`config.mk`:
```
export PLATFORM = sky130hd
export DESIGN_NAME = alushifter_seq
export DESIGN_NICKNAME = d
export VERILOG_FILES = /design/src/rtl/alushifter_pkg.sv /design/src/rtl/alushifter_cmd_fifo.sv /design/src/rtl/alushifter_seq.sv
export SDC_FILE = /design/constraint.sdc
export NUM_CORES = 1
export LEC_CHECK = 0
export CAP_MARGIN = 0
export CORE_ASPECT_RATIO = 1.75
export CORE_MARGIN = 4
export CORE_UTILIZATION = 59
export CTS_CLUSTER_SIZE = 40
export DETAILED_ROUTE_END_ITERATION = 10
export GPL_ROUTABILITY_DRIVEN = 0
export PLACE_DENSITY = 0.82
export SKIP_LAST_GASP = 1
export SYNTH_ARGS = -nofsm -noshare
export SYNTH_HDL_FRONTEND = slang
export SYNTH_SLANG_ARGS = --single-unit
```
`constraint.sdc`:
```
create_clock -name clk -period 6.9 [get_ports clk]
set_clock_uncertainty 0.2 [all_clocks]
set_input_delay 1.38 -clock clk [delete_from_list [all_inputs] [get_ports clk]]
set_output_delay 1.38 -clock clk [all_outputs]
set_load 0.02 [all_outputs]
```
`src/rtl/alushifter_pkg.sv`:
```
// Shared types and constants for the alushifter command sequencer.
// Commands carry a worst-case-width repeat field; the sequencer zero-extends its own count.
package alushifter_pkg;

  localparam int unsigned MODE_SHIFT_BIT = 3;
  localparam int unsigned RPT_W          = 8;

  typedef enum logic [1:0] {
    IDLE = 2'd0,
    EXEC = 2'd1,
    DONE = 2'd2
  } state_e;

  typedef struct packed {
    logic             load;
    logic [3:0]       mode;
    logic [3:0]       b;
    logic             cin;
    logic [RPT_W-1:0] rpt;
  } cmd_t;

endpackage

```
`src/rtl/alushifter_cmd_fifo.sv`:
```
// Synchronous command FIFO, pointer plus occupancy count; DEPTH must be a power of two.
module alushifter_cmd_fifo
  import alushifter_pkg::*;
#(
  parameter int unsigned DEPTH = 4
) (
  input  logic clk,
  input  logic rst_n,
  input  logic push,
  input  logic pop,
  input  cmd_t wdata,
  output cmd_t rdata,
  output logic full,
  output logic empty
);

  localparam int unsigned PTR_W = $clog2(DEPTH);

  cmd_t             mem_q [DEPTH];
  logic [PTR_W-1:0] wptr_q, rptr_q;
  logic [PTR_W:0]   count_q;
  logic             push_en, pop_en;

  assign full    = (count_q == (PTR_W + 1)'(DEPTH));
  assign empty   = (count_q == '0);
  assign push_en = push & ~full;
  assign pop_en  = pop & ~empty;
  assign rdata   = mem_q[rptr_q];

  always_ff @(posedge clk or negedge rst_n) begin
    if (!rst_n) begin
      wptr_q  <= '0;
      rptr_q  <= '0;
      count_q <= '0;
    end else begin
      if (push_en) wptr_q <= wptr_q + 1'b1;
      if (pop_en)  rptr_q <= rptr_q + 1'b1;
      unique case ({push_en, pop_en})
        2'b10:   count_q <= count_q + 1'b1;
        2'b01:   count_q <= count_q - 1'b1;
        default: count_q <= count_q;
      endcase
    end
  end

  // Storage needs no reset: entries are only read once the count says they are valid.
  always_ff @(posedge clk) begin
    if (push_en) mem_q[wptr_q] <= wdata;
  end

endmodule

```
`src/rtl/alushifter_seq.sv`:
```
// Command-driven sequencer: buffers commands and runs each one (rpt+1 times) against a 4-bit
// accumulator through an external alushifter datapath.
module alushifter_seq
  import alushifter_pkg::*;
#(
  parameter int unsigned DEPTH = 4,
  parameter int unsigned CNT_W = 3
) (
  input  logic             clk,
  input  logic             rst_n,
  input  logic             cmd_valid,
  output logic             cmd_ready,
  input  logic             cmd_load,
  input  logic [3:0]       cmd_mode,
  input  logic [3:0]       cmd_b,
  input  logic             cmd_cin,
  input  logic [CNT_W-1:0] cmd_rpt,
  input  logic             clr_ovf,
  output logic [3:0]       dp_a,
  output logic [3:0]       dp_b,
  output logic             dp_cin,
  output logic [3:0]       dp_mode,
  input  logic [3:0]       dp_r,
  input  logic             dp_ovf,
  output logic [3:0]       acc,
  output logic             ovf_sticky,
  output logic             busy,
  output logic             res_valid
);

  cmd_t push_cmd, head_cmd;
  logic fifo_full, fifo_empty, fifo_pop;

  state_e           state_q, state_d;
  logic [RPT_W-1:0] cnt_q, cnt_d;
  logic [3:0]       acc_q, acc_d;
  logic             ovf_q, ovf_d;
  logic             cur_load_q, cur_load_d;
  logic [3:0]       cur_mode_q, cur_mode_d;
  logic [3:0]       cur_b_q, cur_b_d;
  logic             cur_cin_q, cur_cin_d;

  assign cmd_ready = ~fifo_full;
  assign push_cmd  = '{load: cmd_load, mode: cmd_mode, b: cmd_b, cin: cmd_cin,
                       rpt: RPT_W'(cmd_rpt)};

  alushifter_cmd_fifo #(
    .DEPTH (DEPTH)
  ) u_fifo (
    .clk   (clk),
    .rst_n (rst_n),
    .push  (cmd_valid & cmd_ready),
    .pop   (fifo_pop),
    .wdata (push_cmd),
    .rdata (head_cmd),
    .full  (fifo_full),
    .empty (fifo_empty)
  );

  always_comb begin
    state_d    = state_q;
    cnt_d      = cnt_q;
    acc_d      = acc_q;
    ovf_d      = clr_ovf ? 1'b0 : ovf_q;
    cur_load_d = cur_load_q;
    cur_mode_d = cur_mode_q;
    cur_b_d    = cur_b_q;
    cur_cin_d  = cur_cin_q;
    fifo_pop   = 1'b0;
    res_valid  = 1'b0;
    unique case (state_q)
      IDLE: begin
        if (!fifo_empty) begin
          fifo_pop   = 1'b1;
          cur_load_d = head_cmd.load;
          cur_mode_d = head_cmd.mode;
          cur_b_d    = head_cmd.b;
          cur_cin_d  = head_cmd.cin;
          cnt_d      = head_cmd.rpt;
          state_d    = EXEC;
        end
      end
      EXEC: begin
        if (cur_load_q) begin
          acc_d   = cur_b_q;
          state_d = DONE;
        end else begin
          acc_d = dp_r;
          // Shifter modes leave overflow floating, so only a definite 1 in ALU mode counts.
          if (!cur_mode_q[MODE_SHIFT_BIT] && (dp_ovf === 1'b1)) ovf_d = 1'b1;
          if (cnt_q == '0) state_d = DONE;
          else             cnt_d   = cnt_q - 1'b1;
        end
      end
      DONE: begin
        res_valid = 1'b1;
        state_d   = IDLE;
      end
      default: state_d = IDLE;
    endcase
  end

  always_ff @(posedge clk or negedge rst_n) begin
    if (!rst_n) begin
      state_q    <= IDLE;
      cnt_q      <= '0;
      acc_q      <= '0;
      ovf_q      <= 1'b0;
      cur_load_q <= 1'b0;
      cur_mode_q <= '0;
      cur_b_q    <= '0;
      cur_cin_q  <= 1'b0;
    end else begin
      state_q    <= state_d;
      cnt_q      <= cnt_d;
      acc_q      <= acc_d;
      ovf_q      <= ovf_d;
      cur_load_q <= cur_load_d;
      cur_mode_q <= cur_mode_d;
      cur_b_q    <= cur_b_d;
      cur_cin_q  <= cur_cin_d;
    end
  end

  assign dp_a       = acc_q;
  assign dp_b       = cur_b_q;
  assign dp_cin     = cur_cin_q;
  assign dp_mode    = cur_mode_q;
  assign acc        = acc_q;
  assign ovf_sticky = ovf_q;
  assign busy       = (state_q != IDLE) | ~fifo_empty;

endmodule

```
==> metrics.csv, run 1 <==
stage;metric;value;unit
clock_network;clk_pin_slew;0.08;ns
synth;ys.flop_type;edfxtp_1;
critical_path;worst_setup_path_start_kind;register;
synth;netlist_area;0.00347;mm²
sta;min_period;3.43;ns
sta;tns;0;ns
clock_network;cts_tree;done;
place;hpwl;4.24;mm
route;drcViolationCount;0;
sta;max_slew.worst_pin.slew;0.893;ns
clock_network;cts_resized;0;
sta;setup_viol;0;
power_and_ir_drop;p_leak;1.60;nW
critical_path;worstReg2RegEnd;u_fifo.count_q[2];
clock_network;cts-buffers-inserted;9;
critical_path;slowest_stage;clkdlybuf4s50_1;
cells_and_area;nets;306;
min_path;hp-start;cnt_q[4];
synth;synth_seq_cells;84;
clock_network;root_buffer;clkbuf_8;
sta;slew_headroom;40.5;%
synth;yosysSeqAreaShare;68.1;%
power_and_ir_drop;total_power;1.91;mW
synth;syn_nets;265;
global_routing;overflow;0;
critical_path;worstPathRequired;5.32;ns
synth;yosys_warnings;0;
power_and_ir_drop;seq_power_share;43.6;%
place;portBuffers;42;
critical_path;cp_slowest_stage_delay;0.55;ns
run;maxCapViolations;0;
synth;synth_area_leader_cell;edfxtp_1;
global_routing;grt_pass1_wl;10.1;mm
place;dpl.cell_count;341;
floorplan;die_area;0.00721;mm²
clock_network;cts.sinks;84;
cells_and_area;antennaDiodeCount;0;
sta;report.final.slew_viol_count;0;
cells_and_area;syn_to_final_growth;19.4;%
global_routing;grt_start_max_net_pins;33;
synth;synthTopCellsByArea;edfxtp_1 45%, dfrtp_1 23%, mux4_2 8.4%, nand2_1 4.2%, ha_1 2.5%;
synth;synth_edf_count;52;
synth;syn_avg_cell_area;14.8;µm²
floorplan;start_util;61.6;%
min_path;hp-class;reg -> reg;
critical_path;cp_top_family;buffers and inverters;
critical_path;reg2reg_depth;8;
global_routing;grt_usage;19.7;%
clock_network;postCtsHoldBufs;0;
global_routing;antenna_found_initial;0;
sta;finalHoldViolCount;0;
power_and_ir_drop;powerDensity;461;mW/mm²
route;wl;6.19;mm
sta;finalCritPeriodShare;49.8;%
critical_path;arrival;1.85;ns
critical_path;rrSetupSlack;3.59;ns
floorplan;ios;43;
critical_path;crit_type;reg -> out;
sta;rsz0062_at_grt;false;
synth;syn_inst;235;
clock_network;post_cts_buffers;0;
floorplan;dieWidth;65.9;µm
route;vias_per_cell;5.48;
floorplan;coreArea;0.00563;mm²
sta;fmax;291;MHz
clock_network;clk_path_buf_depth;2;
floorplan;row_count;36;
route;first_iter_violations;110;
min_path;hold_path_end;cnt_q[4];
critical_path;crit_chain;nor3_1 > nand2_1 > clkdlybuf4s50_1;
route;first_pass_iters;6;
run_status;status;complete, no violations;
synth;ys_types;38;
power_and_ir_drop;clockPowerShare;19.6;%
critical_path;cp_max_fo;4;
power_and_ir_drop;p_int;1.24;mW
synth;synth_top_area_share;45.0;%
critical_path;worst_setup_path_end_kind;output pin;
critical_path;cp.buffers_inverters;1;
route;vias;1958;
global_routing;grt_pass1_vias;2047;
clock_network;clkLatencyLatePin;0.35;ns
clock_network;htreeDepth;3;
synth;synth-async-reset-ratio;38.1;%
cells_and_area;drive_gt1_share;11.0;%
critical_path;worst-path-stages;3;
route;avgRoutedWirePerCell;17.3;µm
floorplan;die_h;109;µm
route;detail-route-antenna-nets;0;
power_and_ir_drop;ir_drop;271;µV
cells_and_area;instances_no_fill;357;
critical_path;reg2reg_from;u_fifo.count_q[0];
min_path;hold_path_depth;1;
power_and_ir_drop;p_sw_share;35.0;%
power_and_ir_drop;switchingPower;0.668;mW
power_and_ir_drop;power_frac_comb;36.8;%
-- worst max path at each step --
stage / start / end / slack [ns]
after floorplan: cmd_valid / u_fifo.count_q[2] / 4.08
after global placement: cmd_valid / u_fifo.count_q[2] / 3.48
after detailed placement: cmd_valid / u_fifo.count_q[2] / 3.45
after CTS: u_fifo.count_q[0] / busy / 3.44
after global routing: u_fifo.count_q[0] / u_fifo.count_q[2] / 3.32
final: u_fifo.count_q[0] / busy / 3.47
-- stage by stage --
stage	cell area, µm²	hold WS (ns)	util, %	setup slack (ns)
after detailed placement	3920	0.278	69.7	3.45
after floorplan	3470	0.245	-	4.08
after global routing	4140	0.321	73.5	3.32
after CTS	4140	0.289	73.5	3.44
final	4140	0.288	73.5	3.47
after global placement	3920	0.273	69.7	3.48
-- synthesized netlist by cell type, types with 5 or more instances --
cell	number
o21ai_0	10
mux4_2	13
xnor2_1	5
nor2_1	8
edfxtp_1	52
nand2_1	39
clkbuf_1	7
inv_1	9
mux2i_1	5
ha_1	7
dfrtp_1	32
-- cells in the final DEF (no fill, tap or decap), types with 2 or more instances in the layout --
master | netlist | layout
a21oi_1 | 3 | 3
and2_1 | 2 | 2
and3_1 | 4 | 4
bufinv_16 | 0 | 2
clkbuf_8 | 0 | 9
clkdlybuf4s50_1 | 0 | 42
clkinvlp_4 | 0 | 2
dfrtp_1 | 32 | 32
edfxtp_1 | 52 | 52
ha_1 | 7 | 7
inv_1 | 9 | 9
mux2_2 | 2 | 2
mux2i_1 | 5 | 5
mux4_2 | 13 | 13
nand2_1 | 39 | 39
nand2b_1 | 3 | 3
nand3_1 | 2 | 2
nor2_1 | 8 | 8
nor2b_1 | 2 | 2
nor3_1 | 2 | 2
o211ai_1 | 2 | 2
o21ai_0 | 10 | 10
or3_1 | 4 | 4
or4_1 | 2 | 2
xnor2_1 | 5 | 5
-- state kept, by name, summed over array words and instances (netlist names) --
register / flops
state_q: 2
u_fifo.wptr_q: 2
dp_b: 4
u_fifo.rptr_q: 2
acc: 4
u_fifo.count_q: 3
cur_load_q: 1
dp_cin: 1
ovf_sticky: 1
dp_mode: 4
cnt_q: 8
u_fifo.mem_q: 52
-- metal layers --
| metal | up-vias | share of wire, % | track usage [%] |
|---|---|---|---|
| met2 | 54 | 55 | 34.4 |
| li1 | 929 | - | - |
| met3 | 13 | 4.4 | 4.50 |
| met1 | 962 | 38 | 22.4 |
| met5 | - | 0 | 0 |
| met4 | 0 | 2.5 | 9.45 |
-- area by class of cell --
cell class,instances,area (µm²)
inverters,9,33.8
fillers,362,1490
flip-flops and latches,84,2360
multi-input cells,129,1000
clock inverters,6,87.6
well taps,76,95.1
repair buffers,43,428
clock buffers,10,128
-- cells by family after synthesis --
kind of cell	share of synthesized area (%)
simple gates	9.89
compound gates	3.93
mux	10.5
fa+ha+maj	3.10
xor+xnor	1.52
buf+inv	2.89
flops	68.1
-- power groups by stage --
stage / combinational [mW] / clock [mW] / sequential [mW]
2_1_floorplan: 0.500 / 0 / 0.819
3_5_place_dp: 0.709 / 0 / 0.842
6_report: 0.702 / 0.375 / 0.832
3_3_place_gp: 0.694 / 0 / 0.832
4_1_cts: 0.713 / 0.382 / 0.835
5_1_grt: 0.779 / 0.403 / 0.858
Power figures use the tool's default switching activity.
==> run 2: changes to the inputs <==
Settings changed: CORE_UTILIZATION 59 to 49, PLACE_DENSITY 0.82 to 0.73.
Clock period 6.9 ns to 3.1 ns, I/O delays scaled along.
==> run 2 against run 1 <==
Compared with the run above:
- sequential cell count unchanged
- die area up 18%
- sequential power up 120%
- core utilization down 10 points
- total power up 150%
- largest cell class unchanged
- highest routed layer unchanged
==> metrics.csv, run 2 (same netlist as run 1, synthesis figures left out) <==
stage;metric;value;unit
critical_path;worstReg2RegEnd;u_fifo.count_q[2];
cells_and_area;final_common_cell;edfxtp_1;
clock_network;post_cts_buffers;0;
clock_network;cts_tree;done;
sta;whs;0.284;ns
clock_network;root_buffer;clkbuf_16;
sta;max_slew.worst_pin.slew;0.622;ns
clock_network;clk_pin_slew;0.06;ns
sta;tns;0;ns
critical_path;cp_slowest_stage_delay;0.55;ns
route;wl;6.13;mm
sta;min_period;2.59;ns
global_routing;grt_start_max_net_pins;33;
power_and_ir_drop;p_leak;1.70;nW
cells_and_area;drive_gt1_share;13.9;%
global_routing;overflow;0;
clock_network;cts-buffers-inserted;9;
global_routing;antenna_found_initial;0;
sta;fmax;386;MHz
critical_path;crit_type;reg -> out;
global_routing;grt_usage;16.0;%
place;place_ws;0.411;ns
place;dpl.cell_count;356;
route;first_pass_iters;4;
critical_path;slowest_stage;clkdlybuf4s50_1;
min_path;hold_path_depth;1;
floorplan;die_area;0.00854;mm²
run_status;status;complete, no violations;
global_routing;grt_pass1_vias;2098;
min_path;hold_path_end;cnt_q[4];
sta;finalCritPeriodShare;83.5;%
place;post_dp_cell_area;0.00399;mm²
sta;fin_ws;0.511;ns
clock_network;clk_path_buf_depth;2;
route;avgRoutedWirePerCell;16.5;µm
floorplan;start_util;50.6;%
sta;slew_headroom;58.5;%
critical_path;reg2reg_from;u_fifo.count_q[0];
sta;setup_viol;0;
route;detail-route-antenna-nets;0;
power_and_ir_drop;powerDensity;1090;mW/mm²
floorplan;row_count;40;
critical_path;worstPathRequired;2.28;ns
floorplan;ios;43;
cells_and_area;antennaDiodeCount;0;
power_and_ir_drop;ir_drop;539;µV
cells_and_area;final_cell_mix;52 x edfxtp_1, 42 x clkdlybuf4s50_1, 39 x nand2_1;
floorplan;dieWidth;71.6;µm
clock_network;cts_resized;0;
power_and_ir_drop;total_power;4.71;mW
floorplan;coreArea;0.00686;mm²
route;first_iter_violations;122;
critical_path;crit_chain;nor3_1 > nand2_1 > clkdlybuf4s50_1;
route;vias;1978;
clock_network;clkLatencyLatePin;0.34;ns
critical_path;cp_max_fo;4;
cells_and_area;nets;313;
sta;finalHoldViolCount;0;
clock_network;cts.sinks;84;
cells_and_area;fin_util;63.2;%
floorplan;die_h;119;µm
route;drcViolationCount;0;
clock_network;postCtsHoldBufs;0;
critical_path;rrSetupSlack;0.75;ns
clock_network;htreeDepth;3;
min_path;hp-start;cnt_q[4];
cells_and_area;syn_to_final_growth;25.1;%
cells_and_area;top_regs;u_fifo.mem_q (52), cnt_q (8);
cells_and_area;instances_no_fill;372;
route;vias_per_cell;5.32;
critical_path;cp.buffers_inverters;1;
run;maxCapViolations;0;
critical_path;cp_top_family;buffers and inverters;
sta;report.final.slew_viol_count;0;
min_path;hp-class;reg -> reg;
global_routing;grt_pass1_wl;10.2;mm
sta;rsz0062_at_grt;false;
place;portBuffers;42;
cells_and_area;top_register;u_fifo.mem_q;
critical_path;arrival;1.77;ns
cells_and_area;largest_reg_flops;52;
critical_path;worst_setup_path_start_kind;register;
place;hpwl;4.17;mm
critical_path;worst_setup_path_end_kind;output pin;
critical_path;reg2reg_depth;8;
cells_and_area;finalInstanceArea;0.00434;mm²
-- run 2: how the worst max path moves through the flow --
| stage | start | to | depth (start not counted) |
|---|---|---|---|
| final | u_fifo.count_q[0] | busy | 3 |
| after global routing | u_fifo.count_q[0] | busy | 3 |
| after CTS | u_fifo.count_q[0] | busy | 3 |
| after detailed placement | cmd_valid | u_fifo.count_q[2] | 8 |
| after global placement | cmd_valid | u_fifo.count_q[2] | 8 |
| after floorplan | u_fifo.count_q[0] | u_fifo.count_q[2] | 10 |
-- run 2: final cells by class --
type / instances / area [µm²]
Fill cell: 499 / 2520
Sequential cell: 84 / 2360
Multi-Input combinational cell: 129 / 1000
Timing Repair Buffer: 50 / 480
Clock buffer: 10 / 239
Clock inverter: 6 / 111
Tap cell: 84 / 105
Inverter: 9 / 33.8
-- run 2: power by group --
| group | switching [mW] | internal [mW] |
|---|---|---|
| combinational | 0.852 | 0.810 |
| sequential | 0.275 | 1.55 |
| clock | 0.421 | 0.808 |
| total | 1.55 | 3.17 |
-- run 2: metal layers --
layer | up-vias | track usage (%) | part of all wire, %
li1 | 947 | - | -
met1 | 964 | 17.3 | 40
met2 | 52 | 27.2 | 52
met3 | 15 | 3.38 | 4.8
met4 | 0 | 10.6 | 3.3
met5 | - | 0 | 0
-- run 2: worst reg2reg max path, stage by stage, from the launching register on --
cell and delay [ns]:
dfrtp_1 0.43, nor3_1 0.36, nand2b_1 0.18, inv_1 0.06
ha_1 0.23, fa_1 0.38, xnor2_1 0.18, nor2_1 0.07
xor2_1 0.13
==> run 3: changes to the inputs <==
Settings changed: CORE_UTILIZATION 49 to 55, PLACE_DENSITY 0.73 to 0.77.
Clock period 3.1 ns to 2.5 ns, I/O delays scaled along.
==> run 3 against run 2 <==
Compared with the run above:
- core utilization grew 5.1 points
- non-clock buffer count grew 5
- largest power group unchanged
- routed wire length grew 0.86%
- largest cell class unchanged
- critical path type unchanged
- critical path depth is the same
- first-iteration DRC count grew 31%
- cell area shrank 2.6%
==> metrics.csv, run 3 (same netlist as run 1, synthesis figures left out) <==
stage;metric;value;unit
clock_network;cts.sinks;84;
global_routing;grt_pass1_vias;2039;
sta;report.final.slew_viol_count;0;
cells_and_area;drive_gt1_share;14.7;%
sta;setup_viol;0;
sta;fmax;421;MHz
sta;whs;0.273;ns
place;hpwl;4.34;mm
clock_network;clk_path_buf_depth;2;
route;route.met3.wl;276;µm
route;avgRoutedWirePerCell;16.6;µm
critical_path;reg2reg_from;cnt_q[0];
route;wl_met1;2.30;mm
cells_and_area;syn_to_final_growth;21.9;%
min_path;hold_path_end;dp_mode[0];
sta;max_slew.worst_pin.slew;0.488;ns
critical_path;worst_setup_path_end_kind;output pin;
cells_and_area;top_register;u_fifo.mem_q;
critical_path;reg2reg_depth;7;
clock_network;htreeDepth;3;
critical_path;rrSetupSlack;0.20;ns
floorplan;die_h;113;µm
critical_path;worst_setup_path_start_kind;register;
cells_and_area;final_common_cell;edfxtp_1;
sta;tns;0;ns
global_routing;grt_start_max_net_pins;33;
clock_network;cts_tree;done;
route;first_pass_iters;4;
route;detail-route-antenna-nets;0;
route;drcViolationCount;0;
floorplan;coreArea;0.00618;mm²
sta;fin_ws;0.125;ns
sta;finalCritPeriodShare;95.0;%
route;vias_per_cell;5.35;
min_path;hold_path_depth;2;
floorplan;start_util;56.1;%
critical_path;worstReg2RegEnd;cnt_q[2];
clock_network;cts-buffers-inserted;9;
power_and_ir_drop;p_leak;1.65;nW
route;wl;6.18;mm
critical_path;crit_type;reg -> out;
power_and_ir_drop;ir_drop;653;µV
cells_and_area;seqCellArea;0.00236;mm²
min_path;hp-class;reg -> reg;
place;portBuffers;42;
floorplan;dieWidth;68.0;µm
clock_network;clk_pin_slew;0.07;ns
global_routing;overflow;0;
global_routing;grt_usage;18.5;%
critical_path;cp_max_fo;6;
floorplan;die_area;0.00769;mm²
clock_network;postCtsHoldBufs;0;
cells_and_area;fillers;425;
global_routing;antenna_found_initial;0;
sta;slew_headroom;67.5;%
cells_and_area;largest_reg_flops;52;
route;met2_length;3.51;mm
clock_network;post_cts_buffers;0;
run_status;status;complete, no violations;
clock_network;clkLatencyLatePin;0.35;ns
sta;rsz0062_at_grt;true;
place;place_ws;0.0379;ns
cells_and_area;multi_input_area;0.00102;mm²
min_path;hp-start;dp_mode[0];
route;vias;1994;
sta;min_period;2.37;ns
run;maxCapViolations;0;
clock_network;root_buffer;clkbuf_8;
route;top_layer_used;met4;
floorplan;row_count;38;
sta;finalHoldViolCount;0;
clock_network;cts_resized;0;
critical_path;arrival;1.67;ns
critical_path;worstPathRequired;1.80;ns
cells_and_area;antennaDiodeCount;0;
global_routing;grt_pass1_wl;10.2;mm
floorplan;ios;43;
cells_and_area;final_cell_mix;52 x edfxtp_1, 42 x clkdlybuf4s50_1, 39 x nand2_1;
cells_and_area;fin_util;68.4;%
power_and_ir_drop;powerDensity;1260;mW/mm²
cells_and_area;nets;318;
route;first_iter_violations;160;
cells_and_area;top_regs;u_fifo.mem_q (52), cnt_q (8);
-- run 3: critical path, cell delays in order, from the launching register on --
cell	delay, ns
dfrtp_1	0.48
nor2_1	0.07
nand2_1	0.15
clkdlybuf4s50_1	0.63
-- run 3: area by class of cell --
cell class              instances  share of cell area (%)
clock buffers                  13                    3.52
clock inverters                 3                    1.10
inverters                       9                   0.800
multi-input cells             129                    24.0
flip-flops and latches         84                    55.9
well taps                      80                    2.37
repair buffers                 55                    12.3
-- run 3: worst max path at each step --
| stage | from | endpoint | cells past startpoint |
|---|---|---|---|
| floorplan | u_fifo.count_q[1] | u_fifo.count_q[2] | 10 |
| global placement | cmd_valid | u_fifo.count_q[2] | 8 |
| detailed placement | cmd_valid | u_fifo.count_q[2] | 8 |
| CTS | u_fifo.count_q[1] | busy | 3 |
| global route | u_fifo.count_q[0] | cmd_ready | 3 |
| finish | u_fifo.count_q[0] | cmd_ready | 3 |
-- run 3: layer usage --
layer,GRT usage (%),vias to the layer above
met3,5.06,8
met5,0,-
li1,-,953
met2,31.6,45
met4,8.10,0
met1,21.2,988
-- run 3: metrics by stage --
step | power (mW) | instances | area (µm²)
floorplan | 3.65 | 235 | 3470
global placement | 4.35 | 357 | 4020
detailed placement | 4.43 | 357 | 4020
CTS | 5.38 | 373 | 4220
global route | 5.71 | 373 | 4230
finish | 5.32 | 373 | 4230
-- run 3: where the power goes --
group / internal (mW) / switching [mW] / leakage [nW] / total (mW)
clock network: 0.492 / 0.450 / 0.0938 / 0.942
registers: 1.92 / 0.311 / 0.873 / 2.23
logic: 1.04 / 1.11 / 0.685 / 2.15
